==> src/rtl/riscv_pkg.sv <==
// Shared RV32I encoding constants for the program loader and the main decoder.
// Holds the major opcodes, the loader's request class codes, the loader FSM
// state type and the field-level request bundle handed to the word packer.
package riscv_pkg;

  // Major opcodes (bits 6:0 of the instruction word)
  localparam logic [6:0] OP_R      = 7'b0110011;
  localparam logic [6:0] OP_I      = 7'b0010011;
  localparam logic [6:0] OP_LOAD   = 7'b0000011;
  localparam logic [6:0] OP_STORE  = 7'b0100011;
  localparam logic [6:0] OP_BRANCH = 7'b1100011;

  // Request class codes; 5..7 are illegal
  localparam logic [2:0] CLS_R      = 3'd0;
  localparam logic [2:0] CLS_I      = 3'd1;
  localparam logic [2:0] CLS_LOAD   = 3'd2;
  localparam logic [2:0] CLS_STORE  = 3'd3;
  localparam logic [2:0] CLS_BRANCH = 3'd4;

  typedef enum logic [1:0] {
    ST_IDLE = 2'd0,
    ST_RUN  = 2'd1,
    ST_FULL = 2'd2
  } state_e;

  typedef struct packed {
    logic [2:0]  cls;
    logic [2:0]  funct3;
    logic        funct7b5;
    logic [4:0]  rd;
    logic [4:0]  rs1;
    logic [4:0]  rs2;
    logic [31:0] imm;
  } instr_req_t;

  // slli/srli/srai carry a 5-bit shamt plus funct7 instead of a 12-bit imm
  function automatic logic is_shift(input logic [2:0] f3);
    return (f3 == 3'b001) || (f3 == 3'b101);
  endfunction

endpackage

==> src/rtl/instr_pack.sv <==
// Combinational RV32I word packer.
//   req_i     : class + register/funct/immediate fields
//   word_o    : assembled 32-bit instruction (0 when illegal)
//   illegal_o : class 5..7, or a branch with an odd offset
module instr_pack
  import riscv_pkg::*;
(
  input  instr_req_t  req_i,
  output logic [31:0] word_o,
  output logic        illegal_o
);

  // Immediate bits above the widest encoded field (branch, bit 12) are ignored
  logic unused_imm;
  assign unused_imm = ^req_i.imm[31:13];

  always_comb begin
    word_o    = '0;
    illegal_o = 1'b0;
    case (req_i.cls)
      CLS_R: word_o = {1'b0, req_i.funct7b5, 5'b00000, req_i.rs2, req_i.rs1,
                       req_i.funct3, req_i.rd, OP_R};
      CLS_I: begin
        if (is_shift(req_i.funct3))
          word_o = {1'b0, req_i.funct7b5, 5'b00000, req_i.imm[4:0], req_i.rs1,
                    req_i.funct3, req_i.rd, OP_I};
        else
          word_o = {req_i.imm[11:0], req_i.rs1, req_i.funct3, req_i.rd, OP_I};
      end
      CLS_LOAD: word_o = {req_i.imm[11:0], req_i.rs1, req_i.funct3, req_i.rd, OP_LOAD};
      CLS_STORE: word_o = {req_i.imm[11:5], req_i.rs2, req_i.rs1, req_i.funct3,
                           req_i.imm[4:0], OP_STORE};
      CLS_BRANCH: begin
        // Branch offsets are halfword multiples; bit 0 has no encoding
        illegal_o = req_i.imm[0];
        if (!req_i.imm[0])
          word_o = {req_i.imm[12], req_i.imm[10:5], req_i.rs2, req_i.rs1,
                    req_i.funct3, req_i.imm[4:1], req_i.imm[11], OP_BRANCH};
      end
      default: illegal_o = 1'b1;
    endcase
  end

endmodule

==> src/rtl/prog_encoder.sv <==
// Instruction encoder / program loader. Accepts field-level requests over a
// valid/ready handshake, packs them into RV32I words and writes them to
// consecutive instruction-memory words, one cycle after acceptance.
//   clk, rst        : clock, async active-low reset
//   start, stop     : control pulses (start clears count/err and runs)
//   in_*            : request handshake and fields
//   wr_en/addr/data : registered instruction-memory write port
//   count, full     : words written since start, memory-full flag
//   err             : sticky illegal-request flag
module prog_encoder
  import riscv_pkg::*;
#(
  parameter int DEPTH_LOG2 = 10
) (
  input  logic                clk,
  input  logic                rst,
  input  logic                start,
  input  logic                stop,
  input  logic                in_valid,
  output logic                in_ready,
  input  logic [2:0]          in_class,
  input  logic [2:0]          in_funct3,
  input  logic                in_funct7b5,
  input  logic [4:0]          in_rd,
  input  logic [4:0]          in_rs1,
  input  logic [4:0]          in_rs2,
  input  logic [31:0]         in_imm,
  output logic                wr_en,
  output logic [31:0]         wr_addr,
  output logic [31:0]         wr_data,
  output logic [DEPTH_LOG2:0] count,
  output logic                full,
  output logic                err
);

  localparam int ADDR_PAD = 30 - DEPTH_LOG2;
  localparam logic [DEPTH_LOG2:0] CNT_MAX  = {1'b1, {DEPTH_LOG2{1'b0}}};
  localparam logic [DEPTH_LOG2:0] CNT_LAST = {1'b0, {DEPTH_LOG2{1'b1}}};
  localparam logic [DEPTH_LOG2:0] CNT_ONE  = {{DEPTH_LOG2{1'b0}}, 1'b1};

  state_e                state_q, state_d;
  logic [DEPTH_LOG2:0]   count_q, count_d;
  logic                  err_q, err_d;
  logic                  wr_en_q, wr_en_d;
  logic [31:0]           wr_addr_q, wr_addr_d;
  logic [31:0]           wr_data_q, wr_data_d;

  instr_req_t  req;
  logic [31:0] word;
  logic        illegal;
  logic        accept;

  assign req = '{cls: in_class, funct3: in_funct3, funct7b5: in_funct7b5,
                 rd: in_rd, rs1: in_rs1, rs2: in_rs2, imm: in_imm};

  instr_pack u_pack (
    .req_i     (req),
    .word_o    (word),
    .illegal_o (illegal)
  );

  assign in_ready = (state_q == ST_RUN);
  assign accept   = in_valid && in_ready;

  always_comb begin
    state_d   = state_q;
    count_d   = count_q;
    err_d     = err_q;
    wr_en_d   = 1'b0;
    wr_addr_d = wr_addr_q;
    wr_data_d = wr_data_q;
    if (start) begin
      // start outranks stop and supersedes any request handshaking this cycle
      state_d = ST_RUN;
      count_d = '0;
      err_d   = 1'b0;
    end else begin
      if (accept) begin
        if (illegal) begin
          // Consumed but never written; only the sticky flag records it
          err_d = 1'b1;
        end else begin
          wr_en_d   = 1'b1;
          wr_addr_d = {{ADDR_PAD{1'b0}}, count_q[DEPTH_LOG2-1:0], 2'b00};
          wr_data_d = word;
          count_d   = count_q + CNT_ONE;
          if (count_q == CNT_LAST) state_d = ST_FULL;
        end
      end
      // The write launched above (or one already pending) still goes out
      if (stop && state_q != ST_IDLE) state_d = ST_IDLE;
    end
  end

  always_ff @(posedge clk or negedge rst) begin
    if (!rst) begin
      state_q   <= ST_IDLE;
      count_q   <= '0;
      err_q     <= 1'b0;
      wr_en_q   <= 1'b0;
      wr_addr_q <= '0;
      wr_data_q <= '0;
    end else begin
      state_q   <= state_d;
      count_q   <= count_d;
      err_q     <= err_d;
      wr_en_q   <= wr_en_d;
      wr_addr_q <= wr_addr_d;
      wr_data_q <= wr_data_d;
    end
  end

  assign wr_en   = wr_en_q;
  assign wr_addr = wr_addr_q;
  assign wr_data = wr_data_q;
  assign count   = count_q;
  assign full    = (count_q == CNT_MAX);
  assign err     = err_q;

endmodule

==> config.mk <==
export PLATFORM = sky130hd
export DESIGN_NAME = prog_encoder
export DESIGN_NICKNAME = d
export VERILOG_FILES = /design/src/rtl/riscv_pkg.sv /design/src/rtl/instr_pack.sv /design/src/rtl/prog_encoder.sv
export SDC_FILE = /design/constraint.sdc
export NUM_CORES = 1
export LEC_CHECK = 0
export CORE_MARGIN = 2
export CORE_UTILIZATION = 39
export DETAILED_ROUTE_END_ITERATION = 8
export GPL_TIMING_DRIVEN = 0
export PLACE_DENSITY = 0.76
export RECOVER_POWER = 100
export SYNTH_ARGS = -nofsm -noshare
export SYNTH_HDL_FRONTEND = slang
export SYNTH_HIERARCHICAL = 1
export SYNTH_SLANG_ARGS = --single-unit
==> constraint.sdc <==
create_clock -name clk -period 1.7 [get_ports clk]
set_clock_uncertainty 0.2 [all_clocks]
set_input_delay 0.51 -clock clk [delete_from_list [all_inputs] [get_ports clk]]
set_output_delay 0.51 -clock clk [all_outputs]
set_load 0.02 [all_outputs]
==> qor.txt, run 1 <==
Synth Instances: 283
Synth unique cells: 44
Gr usage total: 21.39%
Starting Density: 40.51%
CTS Buffer Depth: 2
DR DRC count: 0
Die X: 94.06 microns
Status: finished, violations left
Total Routed Length: 9743 microns
XOR/XNOR Fraction of Synth Area: 0.7911%
Placement Cell Area: 4431 sq um
Port buffer count: 94
#FFs+latches synth: 57
Number of enable flip-flop cells after synthesis: 0
Cell Area, Synth: 3163 sq um
Hpwl dp: 5703 microns
Synth warn: 6
GPL Wtd Cong: 0.8392
Sequential area share after synthesis: 45.09%
Vias per cell: 5.002
Fraction of layout cells with a size suffix above 1: 52.41%
Area Overhead vs Synth: 60.36%
1st-iter DRT viols: 131
Max-slew violation count: 0
Fillers: 619
Row count: 32
Synth Area in Adders: 0.7911%
Async S/R FF share, synth: 100.0%
Clock root cell: clkbuf_8
Vias in the first global route: 2,883
Minimum clock period: 2.132 ns
Crit start category: register
Top FF cell, synth: dfrtp_1
Arrival @ worst endpoint: 1.42 ns
Largest family of logic cells by synthesized area: multiplexers
Synth Area per Inst: 11.18 sq um
Worst-Margin Slew: 0.7290 ns
Period utilization: 125.4%
Drt wl/cell: 17.46 microns
Initial antenna violation count: 0
Worst min path class: input pin to async pin
CTS H-tree lvls: 3
I/O Pins: 138
Antenna viol nets, final: 0
Worst path required time: 0.99 ns
Hold-fix buffers at CTS: 0
Lkg Pwr: 2.508 nW
Final setup violating endpoints: 62
Slew headroom: 51.40%
Pin count of the biggest net entering global routing: 31
CTS tree: yes
Maximum clock frequency: 469.1 MHz
Top fanout value on the critical path: 2
Cts bufs inserted: 9
Synth Area in Simple Gates: 16.02%
Max incr delay on CP: 0.45 ns
Failing checks: setup timing
Worst Setup Slack, final: -0.4318 ns
Die Ht: 94.06 microns
Fin nets: 512
Diode count: 0
Final TNS setup: -16.49 ns
Final instance area: 5072 sq um
Crit-path cells: nor4_2, and4_4, buf_6
Die area: 8846 sq um
1st-pass router iterations: 4
RSZ-0062 raised after global routing: true
Grt total ovfl: 0
DR vias: 2,791
Number of max-cap violations: 0
Fin. Hold Viols: 0
Peak supply drop: 546.4 uV
CP Class: register to primary output
Multiplexer share of the synthesized area: 18.31%
Util after Layout: 64.97%
PD cells: 784.7 nW/um^2
CTS Sinks: 57
CP max stage cell: dfrtp_2
Worst-Skew Late Latency: 0.34 ns
Setup crit end kind: primary output
Global-route wire length before repair: 14,550 microns
Clock transition at the registers of the reported paths: 0.08 ns
Post-synthesis compound-gate area fraction: 8.584%
Core area: 7807 sq um
power by group:
part	total [mW]	switching [mW]	internal [mW]
Clock	1.11	0.584	0.524
Combinational	1.23	0.619	0.614
Sequential	1.64	0.108	1.53
Total	3.98	1.31	2.67
final timing paths:
path | startpoint | endpoint | slack [ns] | cells after the start
hold reg to reg | wr_addr[2] | wr_addr[2] | 0.31 | 1
setup / recovery | count[3] | full | -0.43 | 3
min in group clk | wr_addr[2] | wr_addr[2] | 0.31 | 1
setup reg to reg | state_q[1] | count[6] | -0.29 | 6
max in group asynchronous | rst | count[9] | 0.33 | 2
hold / removal | rst | count[5] | 0.02 | 1
area by class of cell:
type	instances	area, sq um	area share (%)
Inverter	8	32.53	0.6413
Sequential cell	57	1435	28.29
Tap cell	102	127.6	2.516
Clock inverter	7	46.29	0.9127
Buffer	38	321.6	6.339
Clock buffer	9	123.9	2.442
Timing Repair Buffer	137	1157	22.82
Multi-Input combinational cell	200	1828	36.04
cells by family (layout without fill, tap and decap cells):
kind of cell,Yosys count,in the layout
muxes,52,52
AOI/OAI and AO/OA,43,43
other,2,24
DFF,57,57
and+or+nand+nor,77,77
adders and majority gates,2,2
xor gates and xnor gates,2,2
buffers and inverters,48,199
stage by stage:
stage	power, mW	setup WS, ns	hold WS (ns)	cells
6_report	3.980	-0.4318	0.02262	558
5_1_grt	4.183	-0.4932	0.06685	558
4_1_cts	4.020	-0.3954	0.02001	550
3_5_place_dp	2.896	-1.670	0.2948	502
3_3_place_gp	2.866	-2.069	0.2895	501
2_1_floorplan	2.322	-0.7593	0.01441	305
cell usage after synthesis (all sizes together) (3+ instances only):
cell type,count,share of area (%)
dfrtp,57,45
mux2,47,17
buf,36,8.7
o21ai,15,2.4
nor2b,14,2.8
nand2,13,1.5
nor2,11,1.8
and2,9,1.8
inv,8,1.0
a21oi,7,1.1
a31oi,7,1.4
nor4,7,1.6
nor3b,6,2.4
mux2i,5,1.6
a32oi,4,1.1
clkbuf,4,0.47
o31ai,4,0.95
or4,4,0.95
nand2b,3,0.59
nand3,3,0.47
cells in the final DEF (no fill, tap or decap), drive strengths merged, types with 2 or more instances in the layout:
cell type / Yosys / final
mux2: 47 / 47
nor2b: 14 / 14
dfrtp: 57 / 57
a32oi: 4 / 4
o31ai: 4 / 4
nand2b: 3 / 3
nand3: 3 / 3
inv: 8 / 9
clkdlybuf4s50: 0 / 32
nor4: 7 / 7
or4: 4 / 4
clkbuf: 4 / 63
a21oi: 7 / 7
a31oi: 7 / 7
clkinvlp: 0 / 3
buf: 36 / 88
clkinv: 0 / 3
nand2: 13 / 13
nor3b: 6 / 6
xnor2: 2 / 2
and2: 9 / 9
mux2i: 5 / 5
o21ai: 15 / 15
ha: 2 / 2
conb: 2 / 24
nor2: 11 / 11
registers in the layout (all words and copies together), names as in the netlist:
register and flops:
state_q 2, wr_data 32, err 1, count 11, wr_en 1, wr_addr 10
critical path, delay by kind of cell, from the launching register on:
kind	cells	cell delay [ns]
flops	1	0.45
buf+inv	1	0.11
simple gates	2	0.52
metal layers:
metal | routed length, microns | part of all wire [%] | global-route usage [%]
met1 | 3915 | 40 | 24.97
met2 | 5130 | 53 | 36.96
met3 | 503 | 5.2 | 6.581
met4 | 193 | 2.0 | 7.729
met5 | 0 | 0 | 0
repair_timing:
item,CTS,global route
setup buffers,30,13
gates cloned,2,2
endpoints found under the setup margin,114,92
pin swaps,11,11
resized for setup,291,72
(Power assumes the default switching activity.)
==> run 2, diff against run 1 <==
--- a/config.mk
+++ b/config.mk
@@ -5,13 +5,13 @@
 export SDC_FILE = /design/constraint.sdc
 export NUM_CORES = 1
 export LEC_CHECK = 0
+export CAP_MARGIN = 20
 export CORE_MARGIN = 2
 export CORE_UTILIZATION = 39
 export DETAILED_ROUTE_END_ITERATION = 8
 export GPL_TIMING_DRIVEN = 0
-export PLACE_DENSITY = 0.76
+export PLACE_DENSITY = 0.78
 export RECOVER_POWER = 100
 export SYNTH_ARGS = -nofsm -noshare
 export SYNTH_HDL_FRONTEND = slang
-export SYNTH_HIERARCHICAL = 1
 export SYNTH_SLANG_ARGS = --single-unit
==> constraint.sdc (replaced) <==
create_clock -name clk -period 2 [get_ports clk]
set_clock_uncertainty 0.2 [all_clocks]
set_input_delay 0.6 -clock clk [delete_from_list [all_inputs] [get_ports clk]]
set_output_delay 0.6 -clock clk [all_outputs]
set_load 0.02 [all_outputs]
==> qor.txt, run 2 <==
Status: finished, violations left
Failing checks: DRC, setup timing
Synth area leaders: dfrtp_1 52%, nand2_1 8.1%, buf_4 7.2%, nor2_1 5.0%, a221oi_1 3.0%
Top fanout value on the critical path: 6
Synth Instances: 278
GPL Wtd Cong: 0.8281
Antenna viol nets, final: 0
Yosys top cell by area: dfrtp_1
Minimum clock period: 2.169 ns
Period utilization: 108.4%
Area Overhead vs Synth: 58.33%
Clock transition at the registers of the reported paths: 0.09 ns
Most frequent cells after synthesis: 56 x nand2_1, 54 x dfrtp_1, 35 x nor2_1
Global-route wire length before repair: 11,210 microns
I/O Pins: 138
Port buffer count: 94
Pwr Total: 2.762 mW
Dpl ws: -0.7760 ns
Fraction of layout cells with a size suffix above 1: 23.78%
Hpwl dp: 5028 microns
CP max stage cell: dfrtp_2
CTS Buffer Depth: 2
Fin. Hold Viols: 0
Total Routed Length: 7058 microns
Core area: 6422 sq um
Synth Area per Inst: 9.375 sq um
DR vias: 2,424
Setup crit end kind: primary output
Cts bufs inserted: 5
Max incr delay on CP: 0.46 ns
Slew headroom: 40.97%
Vias per cell: 4.791
DR DRC count: 8
Final setup violating endpoints: 37
Pin count of the biggest net entering global routing: 40
Drt wl/cell: 13.95 microns
Die X: 85.75 microns
Synth unique cells: 43
1st-iter DRT viols: 129
Maximum clock frequency: 461.1 MHz
Most common cell in the netlist: nand2_1
Vias in the first global route: 2,384
Arrival @ worst endpoint: 1.37 ns
Initial antenna violation count: 0
CTS H-tree lvls: 2
Worst-Skew Late Latency: 0.30 ns
CTS Sinks: 54
Crit start category: register
Worst path required time: 1.20 ns
Die Ht: 85.75 microns
RSZ-0062 raised after global routing: true
Crit-path cells: nor4_2, and4_1, buf_6
Async S/R FF share, synth: 100.0%
CTS tree: yes
Clock root cell: clkbuf_8
Worst-Margin Slew: 0.8855 ns
Lkg Pwr: 2.104 nW
Die area: 7352 sq um
Grt total ovfl: 0
#FFs+latches synth: 54
Most frequent cells in the layout: 56 x nand2_1, 52 x dlygate4sd2_1, 47 x dfrtp_1
Number of max-cap violations: 0
Synth warn: 0
Commonest non-fill, non-tap cell in the layout: nand2_1
PD cells: 669.4 nW/um^2
Top FF cell, synth: dfrtp_1
Peak supply drop: 325.8 uV
Hold-fix buffers at CTS: 0
Gr usage total: 19.21%
CP Class: register to primary output
Sequential area share after synthesis: 51.85%
Worst min path class: input pin to async pin
Max reg flops: 29
Cell Area, Synth: 2606 sq um
Row count: 29
Yosys top cell area share: 51.85%
1st-pass router iterations: 8
Worst Setup Slack, final: -0.1688 ns
Inst Count DP: 473
Non-filler cells, final: 506
Max-slew violation count: 0
Starting Density: 40.58%
Fin nets: 489
Number of enable flip-flop cells after synthesis: 0
Diode count: 0
## run 2: layout make-up
type,count,area [sq um]
Buffer,39,296.5
Sequential cell,54,1360
Clock inverter,2,37.54
Clock buffer,6,72.57
Tap cell,77,96.34
Timing Repair Buffer,120,1064
Inverter,6,25.02
Multi-Input combinational cell,202,1175
Fill cell,552,2296
## run 2: cells by family after synthesis
kind of cell	share of synthesized area, %
adder cells (fa/ha/maj)	0.9600
AND/OR/NAND/NOR	21.36
flip-flops	51.85
AO/OA/AOI/OAI	11.28
other	0.1439
XOR/XNOR	3.361
multiplexers	0.4320
buffers and inverters	10.61
## run 2: final timing paths
check                           startpoint          to  slack [ns]  cells past startpoint
worst max-delay path              count[7]        full       -0.17                      3
worst min-delay path                   rst  wr_data[9]        0.19                      1
worst max register to register    count[0]   count[10]        0.03                      6
worst min register to register  wr_addr[4]  wr_addr[4]        0.28                      2
max in group asynchronous              rst    count[7]        0.25                      2
min in group clk                wr_addr[4]  wr_addr[4]        0.28                      2
## run 2: per-stage QoR
stage,cell area (sq um),hold slack [ns],util (%),setup TNS (ns)
5_1_grt,4126,0.2674,64.25,-7.201
4_1_cts,4036,0.01612,62.85,-0.2257
3_3_place_gp,3755,0.2575,58.46,-109.37
3_5_place_dp,3770,0.2618,58.70,-32.29
2_1_floorplan,2718,0.1044,-,-0.1280
6_report,4126,0.1901,64.25,-1.883
## run 2: what timing repair did
item / 4_1_cts / 5_1_grt
pin swaps: 9 / 5
gates resized for setup: 116 / 24
gates cloned: 1 / 0
setup buffers: 11 / 13
endpoints found under the setup margin: 104 / 31
## run 2: power breakdown
group          leakage [nW]  switching, mW  internal [mW]
registers             0.688         0.0603           1.21
clock network        0.0514          0.342          0.374
logic                  1.37          0.442          0.332
total                  2.10          0.844           1.92
## run 2: critical path: cells and delay by family (launching register included)
family | cells | cell delay, ns
buf+inv | 1 | 0.12
flops | 1 | 0.46
simple gates | 2 | 0.48
## run 2: metal layers
metal | global-route usage (%) | up-vias | routed length [microns]
met5 | 0 | - | 0
met4 | 9.235 | 0 | 193
met3 | 2.695 | 15 | 303
met2 | 33.31 | 77 | 3585
met1 | 23.54 | 1139 | 2975
li1 | - | 1193 | -
